$ cat src/rtl/tpu_sequencer.sv
`default_nettype none
// ============================================================================
// Module   : tpu_sequencer
// Purpose  : Control-plane sequencer for the systolic array (top_tpu). Holds
//            the run configuration written through the CONTROL window and
//            steps the array through weight load, input-FIFO load, multiply
//            and drain, reporting busy/done/err and a run-cycle count.
// Revision : 1.0 - initial release
// Option   : define TPU_SEQ_IRQ_EN to add the irq output and CTRL bit2 irq_en.
//
// Ports
//   clk                in   system clock, rising edge
//   reset_n            in   asynchronous active-low reset
//   cfg_wr             in   one-cycle register write strobe
//   cfg_addr[1:0]      in   0=CTRL 1=WBASE 2=IBASE 3=NUM_ROWS
//   cfg_wdata[31:0]    in   write data
//   status[31:0]       out  {cyc_cnt[15:0], 10'b0, state[2:0], err, done, busy}
//   ld_weights         out  high on every weight-load beat
//   ld_fifo            out  high on every input-FIFO load beat
//   mult_en            out  high on every multiply/drain cycle
//   base_addr_weights  out  WBASE+k during LOAD_W, else 0
//   base_addr_input    out  IBASE+k during LOAD_IN, else 0
//   irq                out  (TPU_SEQ_IRQ_EN only) registered done & irq_en
// ============================================================================
module tpu_sequencer #(
  parameter int ARRAY_DIM  = 16,
  parameter int ADDR_WIDTH = 8,
  parameter int ROW_WIDTH  = 8,
  parameter int CYC_WIDTH  = 16
) (
  input  logic                  clk,
  input  logic                  reset_n,
  input  logic                  cfg_wr,
  input  logic [1:0]            cfg_addr,
  input  logic [31:0]           cfg_wdata,
  output logic [31:0]           status,
  output logic                  ld_weights,
  output logic                  ld_fifo,
  output logic                  mult_en,
  output logic [ADDR_WIDTH-1:0] base_addr_weights,
  output logic [ADDR_WIDTH-1:0] base_addr_input
`ifdef TPU_SEQ_IRQ_EN
  ,
  output logic                  irq
`endif
);

  typedef enum logic [2:0] {
    S_IDLE    = 3'd0,
    S_LOAD_W  = 3'd1,
    S_LOAD_IN = 3'd2,
    S_MULT    = 3'd3,
    S_DONE    = 3'd4
  } state_t;

  // Beat counter for the two load phases, and a wider counter for the
  // multiply phase, which lasts NUM_ROWS + 2*ARRAY_DIM - 1 cycles.
  localparam int KW  = ADDR_WIDTH + 1;
  localparam int MCW = ROW_WIDTH + $clog2(2 * ARRAY_DIM) + 1;

  localparam logic [KW-1:0]        c_K_LAST   = KW'(ARRAY_DIM - 1);
  localparam logic [KW-1:0]        c_K_ONE    = KW'(1);
  localparam logic [MCW-1:0]       c_DRAIN    = MCW'(2 * ARRAY_DIM - 2);
  localparam logic [MCW-1:0]       c_MCNT_ONE = MCW'(1);
  localparam logic [CYC_WIDTH-1:0] c_CYC_ONE  = CYC_WIDTH'(1);
  localparam logic [CYC_WIDTH-1:0] c_CYC_MAX  = '1;

  state_t                r_state, w_state_nxt;
  logic [KW-1:0]         r_k, w_k_nxt;
  logic [MCW-1:0]        r_mcnt, w_mcnt_nxt;
  logic [CYC_WIDTH-1:0]  r_cyc, w_cyc_nxt;
  logic                  r_err, w_err_nxt;
  logic                  r_done, w_done_nxt;
  logic [ADDR_WIDTH-1:0] r_wbase, r_ibase;
  logic [ROW_WIDTH-1:0]  r_num_rows;
  logic                  r_ld_w, w_ld_w_nxt;
  logic                  r_ld_f, w_ld_f_nxt;
  logic                  r_mult, w_mult_nxt;
  logic [ADDR_WIDTH-1:0] r_addr_w, w_addr_w_nxt;
  logic [ADDR_WIDTH-1:0] r_addr_i, w_addr_i_nxt;

  logic                  w_ctrl_wr, w_abort, w_start, w_clr, w_busy;
  logic [MCW-1:0]        w_mult_last;
  logic [15:0]           w_cyc16;
  logic                  w_unused;

  // CTRL decode: abort masks start and done_clr in the same write.
  assign w_ctrl_wr   = cfg_wr && (cfg_addr == 2'd0);
  assign w_abort     = w_ctrl_wr && cfg_wdata[1];
  assign w_start     = w_ctrl_wr && cfg_wdata[0] && !cfg_wdata[1];
  assign w_clr       = w_ctrl_wr && cfg_wdata[3] && !cfg_wdata[1];
  assign w_busy      = (r_state == S_LOAD_W) || (r_state == S_LOAD_IN) ||
                       (r_state == S_MULT);
  assign w_mult_last = MCW'(r_num_rows) + c_DRAIN;
  assign w_unused    = ^cfg_wdata;

  // Next-state, counters and next values of the registered outputs.
  always_comb begin
    w_state_nxt = r_state;
    w_k_nxt     = r_k;
    w_mcnt_nxt  = r_mcnt;
    w_cyc_nxt   = r_cyc;
    w_err_nxt   = r_err;
    w_done_nxt  = r_done;

    if (w_busy && (r_cyc != c_CYC_MAX)) begin
      w_cyc_nxt = r_cyc + c_CYC_ONE;
    end

    if (w_clr) begin
      w_err_nxt  = 1'b0;
      w_done_nxt = 1'b0;
    end

    case (r_state)
      S_IDLE: begin
        if (w_start) begin
          if (r_num_rows == '0) begin
            w_err_nxt = 1'b1;
          end else begin
            w_state_nxt = S_LOAD_W;
            w_k_nxt     = '0;
            w_cyc_nxt   = '0;
            w_done_nxt  = 1'b0;
            w_err_nxt   = 1'b0;
          end
        end
      end
      S_LOAD_W: begin
        if (r_k == c_K_LAST) begin
          w_state_nxt = S_LOAD_IN;
          w_k_nxt     = '0;
        end else begin
          w_k_nxt = r_k + c_K_ONE;
        end
      end
      S_LOAD_IN: begin
        if (r_k == c_K_LAST) begin
          w_state_nxt = S_MULT;
          w_k_nxt     = '0;
          w_mcnt_nxt  = '0;
        end else begin
          w_k_nxt = r_k + c_K_ONE;
        end
      end
      S_MULT: begin
        if (r_mcnt == w_mult_last) begin
          w_state_nxt = S_DONE;
          w_done_nxt  = 1'b1;
        end else begin
          w_mcnt_nxt = r_mcnt + c_MCNT_ONE;
        end
      end
      S_DONE: begin
        w_state_nxt = S_IDLE;
      end
      default: begin
        w_state_nxt = S_IDLE;
      end
    endcase

    if (w_abort && w_busy) begin
      w_state_nxt = S_IDLE;
      w_k_nxt     = '0;
      w_err_nxt   = 1'b1;
    end

    // Strobes and addresses are computed from the next state so that the
    // registered outputs line up with the state they belong to.
    w_ld_w_nxt   = (w_state_nxt == S_LOAD_W);
    w_ld_f_nxt   = (w_state_nxt == S_LOAD_IN);
    w_mult_nxt   = (w_state_nxt == S_MULT);
    w_addr_w_nxt = w_ld_w_nxt ? (r_wbase + w_k_nxt[ADDR_WIDTH-1:0]) : '0;
    w_addr_i_nxt = w_ld_f_nxt ? (r_ibase + w_k_nxt[ADDR_WIDTH-1:0]) : '0;
  end

  always_ff @(posedge clk or negedge reset_n) begin
    if (!reset_n) begin
      r_state  <= S_IDLE;
      r_k      <= '0;
      r_mcnt   <= '0;
      r_cyc    <= '0;
      r_err    <= 1'b0;
      r_done   <= 1'b0;
      r_ld_w   <= 1'b0;
      r_ld_f   <= 1'b0;
      r_mult   <= 1'b0;
      r_addr_w <= '0;
      r_addr_i <= '0;
    end else begin
      r_state  <= w_state_nxt;
      r_k      <= w_k_nxt;
      r_mcnt   <= w_mcnt_nxt;
      r_cyc    <= w_cyc_nxt;
      r_err    <= w_err_nxt;
      r_done   <= w_done_nxt;
      r_ld_w   <= w_ld_w_nxt;
      r_ld_f   <= w_ld_f_nxt;
      r_mult   <= w_mult_nxt;
      r_addr_w <= w_addr_w_nxt;
      r_addr_i <= w_addr_i_nxt;
    end
  end

  // Run configuration is frozen while busy so a run uses the values it
  // started with.
  always_ff @(posedge clk or negedge reset_n) begin
    if (!reset_n) begin
      r_wbase    <= '0;
      r_ibase    <= '0;
      r_num_rows <= '0;
    end else if (cfg_wr && !w_busy) begin
      case (cfg_addr)
        2'd1:    r_wbase    <= cfg_wdata[ADDR_WIDTH-1:0];
        2'd2:    r_ibase    <= cfg_wdata[ADDR_WIDTH-1:0];
        2'd3:    r_num_rows <= cfg_wdata[ROW_WIDTH-1:0];
        default: ;
      endcase
    end
  end

`ifdef TPU_SEQ_IRQ_EN
  logic r_irq_en;
  logic r_irq;

  always_ff @(posedge clk or negedge reset_n) begin
    if (!reset_n) begin
      r_irq_en <= 1'b0;
      r_irq    <= 1'b0;
    end else begin
      if (w_ctrl_wr) begin
        r_irq_en <= cfg_wdata[2];
      end
      // done_clr must drop irq on the same edge that clears done.
      if (w_clr) begin
        r_irq <= 1'b0;
      end else begin
        r_irq <= r_done & r_irq_en;
      end
    end
  end

  assign irq = r_irq;
`endif

  generate
    if (CYC_WIDTH >= 16) begin : g_cyc_trunc
      assign w_cyc16 = r_cyc[15:0];
    end else begin : g_cyc_pad
      assign w_cyc16 = {{(16 - CYC_WIDTH){1'b0}}, r_cyc};
    end
  endgenerate

  assign status            = {w_cyc16, 10'b0, r_state, r_err, r_done, w_busy};
  assign ld_weights        = r_ld_w;
  assign ld_fifo           = r_ld_f;
  assign mult_en           = r_mult;
  assign base_addr_weights = r_addr_w;
  assign base_addr_input   = r_addr_i;

endmodule
`default_nettype wire

$ cat config.mk
export PLATFORM = sky130hd
export DESIGN_NAME = tpu_sequencer
export DESIGN_NICKNAME = d
export VERILOG_FILES = /design/src/rtl/tpu_sequencer.sv
export SDC_FILE = /design/constraint.sdc
export NUM_CORES = 1
export LEC_CHECK = 0
export CAP_MARGIN = 0
export CORE_MARGIN = 2
export CORE_UTILIZATION = 57
export CTS_BUF_LIST = sky130_fd_sc_hd__clkbuf_16
export DETAILED_ROUTE_END_ITERATION = 12
export GPL_TIMING_DRIVEN = 1
export PLACE_DENSITY = 0.86
export SETUP_SLACK_MARGIN = 0.15
export SYNTH_ARGS = -nofsm -noshare
export SYNTH_HDL_FRONTEND = slang
export SYNTH_SLANG_ARGS = --single-unit
$ cat constraint.sdc
create_clock -name clk -period 7.5 [get_ports clk]
set_input_delay 0.75 -clock clk [delete_from_list [all_inputs] [get_ports clk]]
set_output_delay 0.75 -clock clk [all_outputs]
set_load 0.05 [all_outputs]
== Yosys cells after proc, flatten, opt, wreduce, memory -nomap -nowiden ==
Cells that the tools add are included.
W data, S select, Z words.

* Equality and inequality tests: 16
* Reduce and logical (&&, ||, !) cells: 24
* Mux-type cells: 31
* Add/sub/neg operators: 6

{| class="wikitable"
|+ Operators with widths
! operator !! number
|-
| $mux W16 || 4
|-
| $mux W9 || 4
|-
| $mux W14 || 2
|-
| $pmux W14 S2 || 1
|-
| $mux W3 || 6
|-
| $pmux W9 S2 || 1
|-
| $add A16 B1 Y16 const B || 1
|-
| $add A8 B8 Y8 || 2
|-
| $mux W8 || 2
|-
| $ne A16 B16 Y1 const B || 1
|-
| $add A14 B1 Y14 const B || 1
|-
| $eq A14 B9 Y1 || 1
|-
| $eq A3 B2 Y1 const B || 4
|-
| $pmux W3 S4 || 1
|-
| $add A8 B5 Y9 const B || 1
|-
| $add A9 B1 Y9 const B || 1
|-
| $eq A9 B4 Y1 const B || 1
|-
| $logic_and A1 B1 Y1 || 9
|-
| $mux W1 || 9
|-
| $logic_not A8 Y1 || 1
|-
| $eq A3 B1 Y1 const B || 2
|-
| $ne A3 B3 Y1 const B || 2
|-
| $reduce_and A2 Y1 || 3
|-
| $reduce_and A3 Y1 || 2
|-
| other kinds (12) || 15
|}

* Output and inout bits: 51
* Register bits after elaboration: 87

== Longest topological paths before layout ==
Gate-level depths: netlist (run 1).

* Word-level depth: 9
* Mapped depth: 15
* Depth with buffers taken out: 15

== Least setup slack after synthesis (run 1) ==
OpenSTA, ideal clock, no wires.

* Path kind: input to register
* Start point: input cfg_addr[0]
* End point: register r_addr_i[7] (netlist: base_addr_input[7])
* Library setup time: 0.072 ns
* Cell stages on the path: 12
* Arrival: 3.659 ns
* Path buffers: 0
* Path slack: 3.769 ns
* Required time: 7.428 ns
* Path through: or4b_1 -> a2111oi_0 -> nor2_1 -> a22oi_1 -> nor2_1 -> ha_1 -> a21o_1 -> a21oi_1 -> o21ai_0 -> o41ai_1 -> xor3_1 -> nor2_1

* Longest elaborated chain between the ends: 9
* Elaborated cells between the ends (all ways): 15
* Those cells by class: add/sub (1); eq/ne (1); mux (7); reduce/logical (6)

{| class="wikitable"
|+ RTL lines
! what !! line !! source
|-
| start, declared || 34 || <nowiki>input logic [1:0] cfg_addr,</nowiki>
|-
| $logic_not A2 Y1 (*) || 88 || <nowiki>assign w_ctrl_wr = cfg_wr && (cfg_addr == 2'd0);</nowiki>
|-
| $logic_and A1 B1 Y1 (*) || 88 ||
|-
| $logic_and A1 B1 Y1 (2 in series) || 90 || <nowiki>assign w_start = w_ctrl_wr && cfg_wdata[0] && !cfg_wdata[1];</nowiki>
|-
| $mux W9 || 117 || <nowiki>if (w_start) begin</nowiki>
|-
| $pmux W9 S2 || 115 || <nowiki>case (r_state)</nowiki>
|-
| $mux W9 (*) || 162 || <nowiki>if (w_abort && w_busy) begin</nowiki>
|-
| via w_k_nxt[1] || 69 || <nowiki>logic [KW-1:0] r_k, w_k_nxt;</nowiki>
|-
| $add A8 B8 Y8 (*) || 174 || <nowiki>w_addr_i_nxt = w_ld_f_nxt ? (r_ibase + w_k_nxt[ADDR_WIDTH-1:0]) : '0;</nowiki>
|-
| $mux W8 (*) || 174 ||
|-
| via w_addr_i_nxt[7] || 80 || <nowiki>logic [ADDR_WIDTH-1:0] r_addr_i, w_addr_i_nxt;</nowiki>
|-
| end signal, assigned || 201 || <nowiki>r_addr_i <= w_addr_i_nxt;</nowiki>
|-
| end, declared || 80 ||
|}

The timed path passes the listed nets; every way through them passes the cells marked *. The select of a mux whose other input is x is not followed.
A chain may end at the register's enable or synchronous reset.

== Worst setup path after layout (run 1) ==
Same ends and word-level chain as after synthesis.

==> impl_metrics.csv, run 1 <==
group,metric,value,unit
timing,worst_slack,2960,ps
global_routing,grt_overflow_total,0,
timing,holdWs,507,ps
cells_and_area,final_core_utilization,0.688,
floorplanning,start_util,0.589,
timing,tightest_slew,1150,ps
timing,finalSetupTns,0,ps
power,ir_worst_vdd,0.000313,V
cells_and_area,drive_gt1_frac,0.0894,
worst_setup_path,regToRegSetupSlack,3330,ps
global_routing,grt_max_degree,88,
clock_network,holdBufCountCts,0,
worst_setup_path,worst-setup-path-type,"in -> reg",
flow_run,drv_cap,0,
detailed_routing,final_antenna_net_count,0,
placed_design,pre_cts_ws,2680,ps
timing,rsz0062_at_grt,"no",
floorplanning,ioPinCount,88,
timing,finalHoldViolCount,0,
clock_network,clk_latency,340,ps
placed_design,place_area,5380,um^2
detailed_routing,avgRoutedWirePerCell,16.7,um
worst_setup_path,crit_chain,"clkdlybuf4s50_1 > or4b_1 > a2111oi_0 > nor2_1 > a22oi_1 > nor2_1 > ha_1 > a21o_1 > a21oi_1 > o21ai_0 > o41ai_1 > xor3_1 > nor2_1",
worst_setup_path,cp.arrival,4810,ps
detailed_routing,drt-total-wl,10700,um
logic_synthesis,synth_seq_area_share,0.450,
worst_setup_path,critPathLaunch,"cfg_addr[0]",
placed_design,gp_congestion,0.854,
worst_setup_path,crit_slowest_cell,"or4b_1",
worst_setup_path,critPathLaunchType,"input port",
worst_setup_path,cp_num_cells,13,
logic_synthesis,synth_flop_cell,"dfrtp_1",
floorplanning,core_area,8220,um^2
worst_setup_path,worst_r2r_path_depth,12,
global_routing,grt_antenna_before_repair,0,
global_routing,grt_pass1_wl,18000,um
worst_setup_path,crit_buf_inv,1,
timing,slew_violations,0,
power,power-per-cell-area,407,nW/um^2
clock_network,root_buffer,"clkbuf_16",
floorplanning,die_x,96.1,um
logic_synthesis,synth_cell_types,60,
clock_network,ctsResizeCount,0,
worst_setup_path,critical_path_peak_fanout,8,
logic_synthesis,yosysMostFrequentCell,"dfrtp_1",
logic_synthesis,synth_area_leaders,"dfrtp_1 (45%), mux2_2 (4.9%), ha_1 (4.7%)",
worst_setup_path,critical-path-max-stage-delay,660,ps
logic_synthesis,yosysTopAreaCellShare,0.450,
logic_synthesis,synthArstFlopShare,1.00,
logic_synthesis,synth-seq-cells,87,
worst_setup_path,critPathTopFamily,"compound AO/OA/AOI/OAI gates",
power,intPower,1.28,mW
clock_network,cts.clk_slew.worst_paths,60,ps
worst_setup_path,crit-reg2reg-launch,"r_state[1]",
timing,skew,8.01,ps
floorplanning,rows,33,
global_routing,grt_pass1_vias,3768,
worst_setup_path,reg2reg_to,"base_addr_input[7]",
detailed_routing,vias_per_cell,5.97,
timing,fmax,0.220,GHz
detailed_routing,drcViolationCount,0,
global_routing,grt_usage,0.254,
cells_and_area,n_antenna_cell,0,
worst_hold_path,holdCritPathClass,"reg -> reg",
logic_synthesis,yosys_warnings,0,
logic_synthesis,synth_common_cells,"dfrtp_1 (87), nor2_1 (56), nand2_1 (35), a21oi_1 (29)",
worst_setup_path,crit_path_end_kind,"flop",
logic_synthesis,syn_area,4840,um^2
timing,fin_crit,4540,ps
logic_synthesis,synth_largest_area_cell,"dfrtp_1",
floorplanning,die_h,96.1,um
logic_synthesis,synth_edf_count,0,
detailed_routing,drt_iter0_markers,290,
placed_design,port_buffers,53,
placed_design,hpwl,7700,um
power,p_comb_frac,0.484,
detailed_routing,vias,3834,
clock_network,clkSinkCount,87,
timing,finalCritPeriodShare,0.605,
clock_network,cts_tree,"yes",
clock_network,htreeDepth,3,
floorplanning,die_area,9240,um^2
detailed_routing,drt-pass1-iter-count,4,
timing,relSlewSlack,0.224,
logic_synthesis,syn_inst,484,
clock_network,post_cts_buffers,0,
power,clkPwrFrac,0.177,
power,p_leak,2.51,nW
logic_synthesis,syn_avg_cell_area,10.0,um^2
status,status,"complete, no violations",
cells_and_area,area_delta_synth_final,16.7,%
power,swShare,0.441,
worst_setup_path,cp-endpoint,"base_addr_input[7]",
clock_network,clock_path_buffers,2,
clock_network,cts_buffers,9,
power,p_seq_frac,0.339,
cells_and_area,fin_nets,590,
power,switchingPower,1.01,mW
worst_setup_path,crit_required,7770,ps
timing,setup_violations,0,
cells_and_area,final_area,5650,um^2
worst_setup_path,cp_common_cell,"nor2_1",
-- logic make-up after synthesis --
logic type | after synthesis | synth area share
adder cells (fa/ha/maj) | 20 | 0.0548
AO/OA/AOI/OAI | 78 | 0.100
other | 1 | 0.000775
AND/OR/NAND/NOR | 196 | 0.218
buffers and inverters | 36 | 0.0408
multiplexers | 31 | 0.0695
flip-flops | 87 | 0.450
XOR/XNOR | 35 | 0.0664
-- how the worst min path moves through the flow --
stage | cells past startpoint | to | slack, ps | start
after global routing | 1 | r_wbase[2] | 540 | r_wbase[2]
after detailed placement | 2 | r_wbase[3] | 500 | r_wbase[3]
final | 2 | r_wbase[3] | 510 | r_wbase[3]
after global placement | 2 | r_wbase[3] | 470 | r_wbase[3]
after CTS | 2 | r_wbase[3] | 510 | r_wbase[3]
after floorplan | 0 | base_addr_input[0] | 450 | reset_n
-- worst register-to-register path, stage by stage, from the launching register on --
cell      delay (ps)
dfrtp_1          520
o21bai_1         630
nor2_1           190
nor2_1           450
a22oi_1          170
nor2_1           450
ha_1             330
a21o_1           180
a21oi_1          240
o21ai_0          190
o41ai_1          370
xor3_1           290
nor2_1           100
-- state kept, by name (all words and copies together), names as in the netlist, 3 cells and up --
| register | flops |
|---|---|
| r_num_rows | 8 |
| r_ibase | 8 |
| r_cyc | 16 |
| r_k | 9 |
| r_state | 3 |
| base_addr_input | 8 |
| r_mcnt | 14 |
| r_wbase | 8 |
| base_addr_weights | 8 |
-- final cells by class --
cell class | instances | area [um^2]
Clock inverter | 6 | 43.8
Clock buffer | 9 | 225
Timing Repair Buffer | 53 | 528
Multi-Input combinational cell | 370 | 2500
Inverter | 12 | 45.0
Sequential cell | 87 | 2180
Tap cell | 105 | 131
Fill cell | 581 | 2570
-- stage by stage --
stage	power, mW	instances
4_1_cts	2.31	642
3_3_place_gp	1.83	627
3_5_place_dp	1.88	627
2_1_floorplan	1.58	493
5_1_grt	2.44	642
6_report	2.30	642
-- per-layer routing --
layer  global-route usage  routed length (um)  vias up
met5                    0                   0        -
met4                0.100                 241        0
met3               0.0540                 614       23
met2                0.406                5190      119
met1                0.338                4680     1887
li1                     -                   -     1805
-- power groups by stage --
| stage | logic [mW] | registers, mW | clock network [mW] |
|---|---|---|---|
| 2_1_floorplan | 0.622 | 0.958 | 0 |
| 3_3_place_gp | 1.06 | 0.773 | 0 |
| 3_5_place_dp | 1.10 | 0.781 | 0 |
| 4_1_cts | 1.11 | 0.777 | 0.415 |
| 5_1_grt | 1.20 | 0.800 | 0.434 |
| 6_report | 1.11 | 0.779 | 0.407 |
-- layout by cell type (no fill, tap or decap), drive strengths merged, types with 14 or more instances in the layout --
master | netlist | routed
inv | 12 | 14
nor2 | 56 | 56
nand3 | 17 | 17
nand2 | 35 | 35
o21ai | 18 | 18
a21oi | 29 | 29
mux2 | 21 | 21
dfrtp | 87 | 87
xor2 | 21 | 21
clkdlybuf4s50 | 0 | 52
ha | 18 | 18
(Power assumes the default switching activity.)
==> run 2: changes to the inputs <==
CORE_UTILIZATION = 53   (was 57)
PLACE_DENSITY = 0.81   (was 0.86)
clock period = 4.19 ns   (was 7.5 ns; I/O delays follow)
==> impl_metrics.csv, run 2 (same netlist as run 1, synthesis figures left out) <==
group,metric,value,unit
status,status,"complete, no violations",
detailed_routing,drt-pass1-iter-count,4,
clock_network,root_buffer,"clkbuf_16",
cells_and_area,mostFrequentLayoutCells,"dfrtp_1 (87), nor2_1 (56), clkdlybuf4s50_1 (52)",
floorplanning,die_area,9910,um^2
timing,finalCritPeriodShare,0.917,
placed_design,gp_congestion,0.864,
clock_network,cts_buffers,9,
global_routing,grt_usage,0.240,
global_routing,grt_pass1_wl,18900,um
cells_and_area,top_register,"r_cyc",
worst_setup_path,cp_common_cell,"nor2_1",
cells_and_area,largest_reg_flops,16,
detailed_routing,final_antenna_net_count,0,
placed_design,port_buffers,53,
floorplanning,die_h,99.6,um
detailed_routing,drcViolationCount,0,
timing,relSlewSlack,0.245,
detailed_routing,vias,3907,
worst_setup_path,critPathTopFamily,"compound AO/OA/AOI/OAI gates",
power,p_leak,2.64,nW
timing,fin_crit,3840,ps
worst_setup_path,critical_path_peak_fanout,5,
detailed_routing,vias_per_cell,5.87,
floorplanning,core_area,8810,um^2
timing,tightest_slew,1120,ps
clock_network,clock_path_buffers,2,
worst_setup_path,crit_buf_inv,3,
flow_run,drv_cap,0,
cells_and_area,final_common_cell,"dfrtp_1",
worst_setup_path,crit_path_end_kind,"flop",
placed_design,hpwl,7960,um
clock_network,clkSinkCount,87,
worst_setup_path,worst-setup-path-type,"in -> reg",
cells_and_area,fin_nets,610,
timing,finalSetupTns,0,ps
placed_design,placed_cells,650,
clock_network,htreeDepth,3,
worst_setup_path,crit_slowest_cell,"or4b_1",
global_routing,grt_overflow_total,0,
detailed_routing,drt-total-wl,11100,um
clock_network,cts_tree,"yes",
worst_setup_path,cp.arrival,4060,ps
cells_and_area,n_antenna_cell,0,
clock_network,cts.clk_slew.worst_paths,60,ps
detailed_routing,avgRoutedWirePerCell,16.7,um
floorplanning,rows,34,
clock_network,holdBufCountCts,0,
global_routing,grt_antenna_before_repair,0,
cells_and_area,reg.largest.list,"r_cyc (16), r_mcnt (14), r_k (9)",
timing,slew_violations,0,
cells_and_area,area_delta_synth_final,21.1,%
worst_setup_path,critPathLaunchType,"input port",
worst_setup_path,critical-path-max-stage-delay,600,ps
timing,finalHoldViolCount,0,
global_routing,grt_pass1_vias,3992,
power,power-per-cell-area,744,nW/um^2
cells_and_area,drive_gt1_frac,0.125,
cells_and_area,final_area,5860,um^2
placed_design,place_area,5530,um^2
worst_hold_path,holdCritPathClass,"in -> async",
worst_setup_path,worst_r2r_path_depth,15,
floorplanning,ioPinCount,88,
cells_and_area,nFillCells,643,
power,ir_worst_vdd,0.000565,V
clock_network,clk_latency,340,ps
timing,rsz0062_at_grt,"no",
cells_and_area,final_cells,666,
timing,skew,6.54,ps
worst_setup_path,crit_required,4400,ps
timing,setup_violations,0,
worst_setup_path,crit_chain,"clkdlybuf4s50_1 > or4b_1 > a2111oi_0 > buf_4 > nor2_1 > a22oi_1 > nor2_1 > buf_4 > fa_1 > a21o_1 > a21oi_1 > o21bai_1 > a21oi_1 > xor2_1 > nor2_1",
floorplanning,die_x,99.6,um
timing,fmax,0.260,GHz
worst_setup_path,cp_num_cells,15,
detailed_routing,drt_iter0_markers,223,
floorplanning,start_util,0.550,
global_routing,grt_max_degree,88,
timing,holdWs,259,ps
-- run 2: cell types whose count changed in the layout (fill, tap and decap cells not counted), sizes merged --
cell,previous run,this run
inv,14,13
clkinvlp,0,2
bufinv,0,2
buf,1,21
clkinv,4,2
-- run 2: area by class of cell --
cell class / count / area [um^2] / share of cell area
clock buffer: 9 / 225 / 0.0384
clock inverter: 7 / 96.3 / 0.0164
inverter: 12 / 45.0 / 0.00768
multi-input combinational: 370 / 2510 / 0.427
sequential: 87 / 2180 / 0.371
tap: 108 / 135 / 0.0230
timing repair buffer: 73 / 678 / 0.116
-- run 2: routing by layer --
layer  track usage  up-vias  routed length, um
li1              -     1840                  -
met1         0.313     1932               4870
met2         0.392      110               5430
met3        0.0513       25                563
met4        0.0969        0                274
met5             0        -                  0
-- run 2: through the flow --
stage               worst slack, ps  utilization  total power, mW
floorplan                       752            -             2.83
global placement                159        0.628             3.39
detailed placement             81.7        0.628             3.49
CTS                             377        0.665             4.37
global route                    127        0.666             4.63
finish                          347        0.666             4.36
-- run 2: what timing repair did --
item / 4_1_cts / 5_1_grt
setup buffers: 0 / 0
setup endpoints to repair: 0 / 1
resized for setup: 0 / 1
-- run 2: report_power, final --
part	internal [mW]	switching, mW	total, mW
logic	0.878	1.24	2.12
clock network	0.523	0.341	0.864
registers	1.11	0.275	1.38
-- run 2: worst paths after layout --
kind / slack (ps) / to / start
worst max register to register: 530 / base_addr_input[6] / r_k[0]
worst max-delay path: 350 / base_addr_input[6] / cfg_addr[0]
min in group clk: 490 / r_wbase[3] / r_wbase[3]
worst min register to register: 490 / r_wbase[3] / r_wbase[3]
max in group asynchronous: 3230 / base_addr_weights[5] / reset_n
worst min-delay path: 260 / r_ibase[0] / reset_n
-- run 2: worst register-to-register path, stage by stage (launching register included) --
cell and delay, ps:
dfrtp_1 380, ha_1 220, nand3_1 210, or4_1 590, nand2_1 240, nor2_1 70
a21oi_1 150, nor2_1 110, ha_1 230, fa_1 430, a21o_1 180, a21oi_1 190
o21bai_1 110, a21oi_1 200, xor2_1 170, nor2_1 60
==> run 3: changes to the inputs <==
clock period = 4.13 ns   (was 4.19 ns; I/O delays follow)
==> impl_metrics.csv, run 3 (same netlist as run 1, synthesis figures left out) <==
group,metric,value,unit
cells_and_area,final_core_utilization,0.666,
clock_network,cts_buffers,9,
detailed_routing,final_antenna_net_count,0,
floorplanning,die_x,99.6,um
cells_and_area,largest_reg_flops,16,
worst_setup_path,crit_required,4350,ps
timing,fin_crit,3900,ps
timing,setup_violations,0,
timing,skew,9.27,ps
global_routing,grt_overflow_total,0,
cells_and_area,n_antenna_cell,0,
cells_and_area,seq_area,2180,um^2
clock_network,cts.clk_slew.worst_paths,70,ps
clock_network,ctsResizeCount,0,
global_routing,grt_pass1_vias,3824,
worst_setup_path,cp.arrival,4120,ps
worst_setup_path,crit_chain,"clkdlybuf4s50_1 > or4b_1 > a2111oi_0 > buf_4 > nor2_1 > buf_4 > o21ai_0 > a21oi_1 > ha_1 > a21oi_1 > o21ai_0 > o41ai_1 > nand2b_1 > mux2i_1",
detailed_routing,drcViolationCount,0,
flow_run,drv_cap,0,
placed_design,port_buffers,53,
timing,tightest_slew,1070,ps
timing,worst_slack,229,ps
cells_and_area,final_common_cell,"dfrtp_1",
worst_setup_path,crit_slowest_cell,"or4b_1",
cells_and_area,nFillCells,656,
floorplanning,rows,34,
worst_setup_path,critical_path_peak_fanout,6,
detailed_routing,avgRoutedWirePerCell,16.7,um
worst_hold_path,holdCritPathClass,"in -> async",
timing,finalCritPeriodShare,0.945,
placed_design,placed_cells,655,
placed_design,pre_cts_ws,-44.3,ps
power,p_leak,2.65,nW
global_routing,grt_pass1_wl,18500,um
detailed_routing,drt_iter0_markers,292,
worst_setup_path,worst-setup-path-type,"in -> reg",
cells_and_area,area_delta_synth_final,21.2,%
cells_and_area,mostFrequentLayoutCells,"dfrtp_1 (87), nor2_1 (56), clkdlybuf4s50_1 (52)",
clock_network,cts_tree,"yes",
clock_network,post_cts_buffers,0,
worst_setup_path,crit_path_end_kind,"flop",
worst_setup_path,critical-path-max-stage-delay,570,ps
placed_design,gp_congestion,0.834,
clock_network,htreeDepth,3,
power,power,4.39,mW
cells_and_area,top_register,"r_cyc",
cells_and_area,final_area,5870,um^2
clock_network,clkSinkCount,87,
floorplanning,ioPinCount,88,
status,status,"complete, no violations",
timing,finalSetupTns,0,ps
clock_network,clock_path_buffers,2,
clock_network,root_buffer,"clkbuf_16",
timing,rsz0062_at_grt,"no",
global_routing,grt_antenna_before_repair,0,
clock_network,clk_latency,350,ps
cells_and_area,final_cells,671,
floorplanning,die_h,99.6,um
timing,finalHoldViolCount,0,
detailed_routing,drt-total-wl,11200,um
cells_and_area,multi_input_area,2500,um^2
cells_and_area,reg.largest.list,"r_cyc (16), r_mcnt (14), r_k (9)",
detailed_routing,vias_per_cell,5.86,
power,power-per-cell-area,749,nW/um^2
timing,fmax,0.256,GHz
floorplanning,start_util,0.550,
cells_and_area,drive_gt1_frac,0.133,
placed_design,place_area,5570,um^2
timing,slew_violations,0,
floorplanning,core_area,8810,um^2
power,ir_worst_vdd,0.000578,V
detailed_routing,drt-pass1-iter-count,4,
global_routing,grt_usage,0.238,
cells_and_area,fin_nets,615,
clock_network,holdBufCountCts,0,
global_routing,grt_max_degree,88,
placed_design,hpwl,8060,um
worst_setup_path,critPathLaunchType,"input port",
timing,holdWs,254,ps
detailed_routing,vias,3934,
floorplanning,die_area,9910,um^2
timing,relSlewSlack,0.288,
[run 3: final cells by class]
class,instances,share of cell area
sequential,87,0.371
clock inverter,7,0.0117
multi-input combinational,370,0.426
timing repair buffer,78,0.122
inverter,12,0.00768
clock buffer,9,0.0384
tap,108,0.0230
[run 3: layer usage]
metal  share of wire  vias to the layer above  GRT usage
met5               0                        -          0
met4           0.024                        0     0.0885
met3           0.055                       25     0.0548
met2            0.48                      131      0.375
met1            0.44                     1918      0.322
li1                -                     1860          -
[run 3: final timing paths]
check	start	to	slack [ps]	cells after the start
worst max-delay path	cfg_addr[0]	base_addr_weights[7]	230	14
worst min-delay path	reset_n	base_addr_input[2]	250	1
worst max register to register	r_num_rows[3]	base_addr_weights[7]	400	13
worst min register to register	r_ibase[3]	r_ibase[3]	510	2
max in group asynchronous	reset_n	r_state[1]	3180	1
min in group clk	r_ibase[3]	r_ibase[3]	510	2
[run 3: worst max-delay path: cells and delay by family]
family	cells	cell delay, ps
AOI/OAI and AO/OA	6	1630
muxes	1	70
adders and majority gates	1	380
and+or+nand+nor	3	810
buffers and inverters	3	800
[run 3: report_power, final]
| group | internal, mW | leakage [nW] | switching [mW] |
|---|---|---|---|
| clock | 0.428 | 0.147 | 0.377 |
| sequential | 1.12 | 1.12 | 0.275 |
| combinational | 0.917 | 1.39 | 1.27 |
| total | 2.47 | 2.65 | 1.92 |
